**config.mk**
```make
export PLATFORM = sky130hd
export DESIGN_NAME = multicycle_control
export DESIGN_NICKNAME = d
export VERILOG_FILES = /design/src/rtl/multicycle_control.sv
export SDC_FILE = /design/constraint.sdc
export NUM_CORES = 1
export LEC_CHECK = 0
export CORE_MARGIN = 3
export CORE_UTILIZATION = 52
export CTS_CLUSTER_DIAMETER = 40
export DETAILED_ROUTE_END_ITERATION = 10
export MAX_ROUTING_LAYER = met4
export PLACE_DENSITY_LB_ADDON = 0.08
export SYNTH_ARGS = -nofsm -noshare
export SYNTH_HDL_FRONTEND = slang
export SYNTH_SLANG_ARGS = --single-unit
export TNS_END_PERCENT = 50
```
**constraint.sdc**
```tcl
create_clock -name clk -period 4 [get_ports clk]
set_input_delay 0.8 -clock clk [delete_from_list [all_inputs] [get_ports clk]]
set_output_delay 0.8 -clock clk [all_outputs]
set_load 0.005 [all_outputs]
```
**src/rtl/multicycle_control.sv**
```systemverilog
// ============================================================================
// multicycle_control : FETCH/DECODE/EXEC/MEM/WB sequencer with memory timeout
// Revision 1.0
// ============================================================================
`default_nettype none

module multicycle_control #(
  parameter int OP_WIDTH    = 2,
  parameter int CNT_WIDTH   = 16,
  parameter int MEM_TIMEOUT = 15
) (
  input  logic                 clk,
  input  logic                 rst,
  input  logic                 run,
  input  logic [OP_WIDTH-1:0]  op,
  input  logic                 mem_ready,
  output logic                 pc_write,
  output logic                 ir_write,
  output logic                 i_or_d,
  output logic                 reg_dst,
  output logic                 reg_write,
  output logic                 alu_src,
  output logic                 branch,
  output logic                 mem_read,
  output logic                 mem_write,
  output logic                 mem_to_reg,
  output logic [1:0]           alu_op,
  output logic                 instr_done,
  output logic                 illegal_op,
  output logic                 bus_error,
  output logic [CNT_WIDTH-1:0] instr_count
);

  typedef enum logic [2:0] {
    S_IDLE   = 3'd0,
    S_FETCH  = 3'd1,
    S_DECODE = 3'd2,
    S_EXEC   = 3'd3,
    S_MEM_RD = 3'd4,
    S_MEM_WR = 3'd5,
    S_WB_ALU = 3'd6,
    S_WB_MEM = 3'd7
  } state_t;

  localparam int WAIT_W = (MEM_TIMEOUT > 1) ? $clog2(MEM_TIMEOUT + 1) : 1;
  localparam logic [WAIT_W-1:0] WAIT_LAST = WAIT_W'((MEM_TIMEOUT > 0) ? MEM_TIMEOUT - 1 : 0);

  state_t                state_q, state_d;
  logic [1:0]            op_q, op_d;
  logic [WAIT_W-1:0]     wait_q, wait_d;
  logic [CNT_WIDTH-1:0]  count_q, count_d;

  logic   w_op_illegal;
  logic   w_timeout;
  logic   w_mem_state;
  state_t w_after_retire;

  // Only opcodes 0..3 exist; any set bit above bit 1 makes the opcode illegal.
  generate
    if (OP_WIDTH > 2) begin : g_op_wide
      assign w_op_illegal = |op[OP_WIDTH-1:2];
    end else begin : g_op_narrow
      assign w_op_illegal = 1'b0;
    end
  endgenerate

  // This cycle is the MEM_TIMEOUT-th consecutive not-ready cycle.
  assign w_timeout      = (MEM_TIMEOUT != 0) && !mem_ready && (wait_q == WAIT_LAST);
  assign w_mem_state    = (state_q == S_FETCH) || (state_q == S_MEM_RD) || (state_q == S_MEM_WR);
  assign w_after_retire = run ? S_FETCH : S_IDLE;

  always_comb begin
    state_d    = state_q;
    op_d       = op_q;
    pc_write   = 1'b0;
    ir_write   = 1'b0;
    i_or_d     = 1'b0;
    reg_dst    = 1'b0;
    reg_write  = 1'b0;
    alu_src    = 1'b0;
    branch     = 1'b0;
    mem_read   = 1'b0;
    mem_write  = 1'b0;
    mem_to_reg = 1'b0;
    alu_op     = 2'b00;
    instr_done = 1'b0;
    illegal_op = 1'b0;
    bus_error  = 1'b0;

    case (state_q)
      S_IDLE: begin
        if (run) state_d = S_FETCH;
      end
      S_FETCH: begin
        mem_read = 1'b1;
        if (mem_ready) begin
          pc_write = 1'b1;
          ir_write = 1'b1;
          state_d  = S_DECODE;
        end else if (w_timeout) begin
          bus_error = 1'b1;
          state_d   = S_IDLE;
        end
      end
      S_DECODE: begin
        op_d = op[1:0];
        if (w_op_illegal) begin
          illegal_op = 1'b1;
          state_d    = w_after_retire;
        end else begin
          state_d = S_EXEC;
        end
      end
      S_EXEC: begin
        case (op_q)
          2'd0: begin
            alu_op  = 2'b10;
            state_d = S_WB_ALU;
          end
          2'd1: begin
            alu_src = 1'b1;
            state_d = S_MEM_RD;
          end
          2'd2: begin
            alu_src = 1'b1;
            state_d = S_MEM_WR;
          end
          2'd3: begin
            branch     = 1'b1;
            alu_op     = 2'b01;
            instr_done = 1'b1;
            state_d    = w_after_retire;
          end
        endcase
      end
      S_MEM_RD: begin
        mem_read = 1'b1;
        i_or_d   = 1'b1;
        if (mem_ready) begin
          state_d = S_WB_MEM;
        end else if (w_timeout) begin
          bus_error = 1'b1;
          state_d   = S_IDLE;
        end
      end
      S_MEM_WR: begin
        mem_write = 1'b1;
        i_or_d    = 1'b1;
        if (mem_ready) begin
          instr_done = 1'b1;
          state_d    = w_after_retire;
        end else if (w_timeout) begin
          bus_error = 1'b1;
          state_d   = S_IDLE;
        end
      end
      S_WB_ALU: begin
        reg_dst    = 1'b1;
        reg_write  = 1'b1;
        instr_done = 1'b1;
        state_d    = w_after_retire;
      end
      S_WB_MEM: begin
        reg_write  = 1'b1;
        mem_to_reg = 1'b1;
        instr_done = 1'b1;
        state_d    = w_after_retire;
      end
      default: state_d = S_IDLE;
    endcase
  end

  // Staying in a memory state implies a not-ready cycle; any state change clears the count.
  always_comb begin
    wait_d = '0;
    if (w_mem_state && (state_d == state_q) && (MEM_TIMEOUT != 0)) begin
      wait_d = wait_q + WAIT_W'(1);
    end
  end

  always_comb begin
    count_d = count_q;
    if (instr_done) count_d = count_q + CNT_WIDTH'(1);
  end

  always_ff @(posedge clk) begin
    if (rst) begin
      state_q <= S_IDLE;
      op_q    <= '0;
      wait_q  <= '0;
      count_q <= '0;
    end else begin
      state_q <= state_d;
      op_q    <= op_d;
      wait_q  <= wait_d;
      count_q <= count_d;
    end
  end

  assign instr_count = count_q;

endmodule

`default_nettype wire

```
======== After elaboration in Yosys (flattened, before gate mapping) ========
Index checks and enable logic that the tools add are counted.
storage, ports and cells
  logic and storage cells ................. 58
  flip-flop bits (word level) ............. 25
operators by class
  multiplexer cells ....................... 26
  add/sub/neg operators ................... 2
  reduce and logical (&&, ||, !) cells .... 13
  equal/unequal tests ..................... 12
  bitwise gates (word level) .............. 1
operators with widths
  kind                     count
  $pmux W3 S7              1
  $add A16 B1 Y16 const B  1
  $mux W1                  16
  $mux W3                  5
  $eq A3 B3 Y1 const B     4
  $pmux W3 S4              1
  $reduce_or A2 Y1         5
  $eq A3 B2 Y1 const B     2
  $add A4 B1 Y4 const B    1
  $eq A2 B2 Y1 const B     2
  $eq A4 B4 Y1 const B     1
  $pmux W2 S2              1
  $eq A3 B1 Y1 const B     1
  $eq A3 B3 Y1             1
  $logic_not A3 Y1         1
  $pmux W1 S3              1
  $reduce_or A3 Y1         1
  $eq A2 B1 Y1 const B     1
  $logic_and A1 B1 Y1      2
  $logic_not A2 Y1         1
  $logic_or A1 B1 Y1       2
  $mux W2                  1
  $logic_not A1 Y1         1
  $not A1 Y1               1

======== Longest topological paths before layout ========
  depth after elaboration ................. 9
  mapped depth ............................ 7
  gate-level depth less buffers ........... 6

======== Worst setup path after synthesis ========
Ideal clock, no wire load.
  path type ............................... input -> output
  start point ............................. input port mem_ready
  end point ............................... output port instr_done
  path buffers ............................ 1
  required time ........................... 3.200 ns
  slack ................................... 1.748 ns
  stages .................................. 4
  data arrival time ....................... 1.452 ns
  path through ............................ a22o_1 a21oi_1 buf_2 inv_1
on the way
  longest elaborated chain between the ends .. 2
ends and longest elaborated chain
  item         line  source
  from (decl)  16    input logic mem_ready,
  $mux W1      149   if (mem_ready) begin
  $pmux W1 S3  90    case (state_q)
  to (decl)    28    output logic instr_done,
No other way between the ends.

======== Worst setup path in the final report ========
  start point ............................. input port mem_ready
  end point ............................... output port pc_write
on the way
  longest elaborated chain between the ends .. 2
ends and longest elaborated chain
  item       line  source
  $mux W1    96    if (mem_ready) begin
  $mux W1    90
  to (decl)  17    output logic pc_write,
No other way between the ends.

==> flow_metrics.py <==
metrics = {
    "sta": {
        "maxSlewViolCount": 0,
        "finalCritPeriodShare": 0.817,
        "max_freq_ghz": 0.306,
        "skew_ps": 1.49,
        "finalHoldViolCount": 0,
        "fin_crit_ps": 3270,
        "setup_viol": 0,
        "relSlewSlack": 0.458,
        "worst_pin_slew_ps": 803,
        "fin_setup_tns_ps": 0,
        "rsz0062_at_grt": "no",
        "hold_slack_ps": 478,
    },
    "worst_setup_path": {
        "critPathMaxFanout": 12,
        "path_cells": "clkdlybuf4s50_1 -> nor4b_1 -> clkdlybuf4s50_1",
        "required_ps": 3200,
        "end_kind": "output port",
        "arrival_ps": 2470,
        "critPathKind": "in -> out",
        "critPathLaunchType": "input pin",
        "crit_slowest_cell": "clkdlybuf4s50_1",
        "max_stage_delay_ps": 730,
        "cp_common_cell": "clkdlybuf4s50_1",
    },
    "power_and_ir_drop": {
        "powerDensity_mw_per_mm2": 296,
        "peakVddDrop_mv": 0.267,
        "p_leak_uw": 0.000592,
    },
    "detailed_routing": {
        "post-route-drc-count": 0,
        "wl_um": 3170,
        "wire_per_inst_um": 13.5,
        "vias": 1360,
        "drt_first_pass_iters": 4,
        "antenna_left": 0,
        "drt_iter0_markers": 42,
        "avgViaCountPerCell": 5.79,
    },
    "grt": {
        "grtUsageTotal": 0.200,
        "grt_pass1_wl_um": 5290,
        "grt.overflow.total": 0,
        "grt_antenna_before_repair": 0,
        "grt_pass1_vias": 1233,
        "grt_max_degree": 24,
    },
    "placed_design": {
        "hpwl_um": 2310,
        "gp_congestion": 0.826,
        "numPortBuffers": 35,
    },
    "synthesis": {
        "ys_warn_count": 0,
        "synth_top_family_by_area": "simple AND/OR/NAND/NOR gates",
        "synthCells": 177,
        "yosysSeqAreaShare": 0.353,
        "synth_fp_nets": 189,
        "synth_edf_count": 0,
        "postSynthAreaPerCell_um2": 8.00,
        "synth_top_area_frac": 0.353,
        "yosysUniqueCellTypes": 40,
        "yosysMostFrequentCell": "dfxtp_1",
        "synth-main-ff-cell": "dfxtp_1",
        "yosys.area_share.adder": 0.0530,
        "synth_area_mm2": 0.00142,
        "yosysTopAreaCell": "dfxtp_1",
        "yosys-top-cells-area": "dfxtp_1 (35%), a21oi_1 (6.7%), ha_1 (5.3%)",
        "synth_compound_area_frac": 0.195,
        "synthSimpleGateAreaFrac": 0.257,
        "async_flop_share": 0,
        "synth-seq-cells": 25,
        "synth_common_cells": "dfxtp_1 (25), a21oi_1 (19), nor2_1 (17)",
        "synthMuxAreaShare": 0.0150,
        "synth_xor_area_frac": 0.0371,
    },
    "die": {
        "initial_utilization": 0.562,
        "pin_count": 37,
        "die_area_mm2": 0.00339,
        "core_mm2": 0.00252,
        "rows": 18,
        "fp.dieW_um": 58.2,
        "die_y_um": 58.2,
    },
    "min_path": {
        "min_path_type": "reg -> reg",
    },
    "flow_run": {
        "cap_violations": 0,
    },
    "status": {
        "status": "finished clean",
    },
    "clocking": {
        "cts_sinks": 25,
        "ctsResizeCount": 0,
        "clk_latency_ps": 310,
        "path_clk_slew_ps": 130,
        "htree_num_levels": 1,
        "postCtsHoldBufs": 0,
        "postCtsSetupBuffers": 0,
        "clockRootBuffer": "clkbuf_4",
        "clock_path_buffers": 2,
        "cts_buffers": 3,
        "cts_tree": "done",
    },
    "final_layout": {
        "drive_gt1_frac": 0.0488,
        "diodes": 0,
        "syn2layout_area_growth_pct": 24.3,
        "final_nets": 218,
    },
}
[layout make-up]
class                   count  area (µm²)
repair buffers             37         365
clock buffers               4        26.3
inverters                  10        37.5
multi-input cells         129         793
flip-flops and latches     25         500
fillers                   218         762
well taps                  30        37.5
[routing by layer]
| metal | vias up | wire, µm | track usage |
|---|---|---|---|
| met5 | - | 0 | - |
| met4 | 0 | 15 | 0.0662 |
| met3 | 2 | 181 | 0.0267 |
| met2 | 42 | 1560 | 0.315 |
| met1 | 637 | 1410 | 0.264 |
| li1 | 679 | - | - |
[per-stage QoR]
| step | utilization | worst slack, ps | cell area (µm²) | cells | total power, µW |
|---|---|---|---|---|---|
| 6_report | 0.698 | 734 | 1760 | 235 | 521 |
| 2_1_floorplan | - | 1750 | 1420 | 177 | 383 |
| 3_5_place_dp | 0.688 | 750 | 1730 | 231 | 417 |
| 5_1_grt | 0.698 | 676 | 1760 | 235 | 554 |
| 4_1_cts | 0.698 | 740 | 1760 | 235 | 526 |
| 3_3_place_gp | 0.688 | 802 | 1730 | 231 | 412 |
[critical path, delay by kind of cell]
| family | cells | cell delay, ps |
|---|---|---|
| buf+inv | 2 | 1310 |
| simple gates | 1 | 360 |
[path summary, 6_finish.rpt]
check / start / to / slack, ps / depth (start not counted)
max: mem_ready / pc_write / 730 / 3
min reg2reg: wait_q[0] / wait_q[0] / 480 / 1
min: wait_q[0] / wait_q[0] / 480 / 1
max reg2reg: state_q[1] / instr_count[8] / 1950 / 6
[sequential cells by signal, summed over array words and instances, names as in the netlist]
register and flops:
instr_count 16, op_q 2, state_q 3, wait_q 4
[placed cells by master (no fill, tap or decap), drive strengths merged, types with 2 or more instances in the layout]
cell type,count
nor4,2
o22ai,2
ha,6
xnor2,4
nand4,3
or3,8
dfxtp,25
a211oi,2
o21ai,12
nand2b,3
o31ai,3
clkdlybuf4s50,35
inv,10
xor2,2
nor2,17
nor2b,3
a2111o,2
or4,3
clkbuf,4
nand3,9
a21oi,19
and3,4
nand2,12
buf,2
[cells by family (layout without fill, tap and decap cells)]
kind of cell    after synthesis  count (layout)
compound gates               45              45
fa+ha+maj                     6               6
xor+xnor                      6               6
flops                        25              25
simple gates                 69              69
other cells                   1               1
buf+inv                      23              51
mux                           2               2
[power by group]
group	total (µW)	leakage (µW)	switching [µW]	internal (µW)
clock network	110	0.0000150	70.7	38.9
registers	299	0.000202	38.2	261
logic	113	0.000375	55.0	57.8
total	521	0.000592	164	357
No activity file was read; power rests on OpenSTA's default activity.
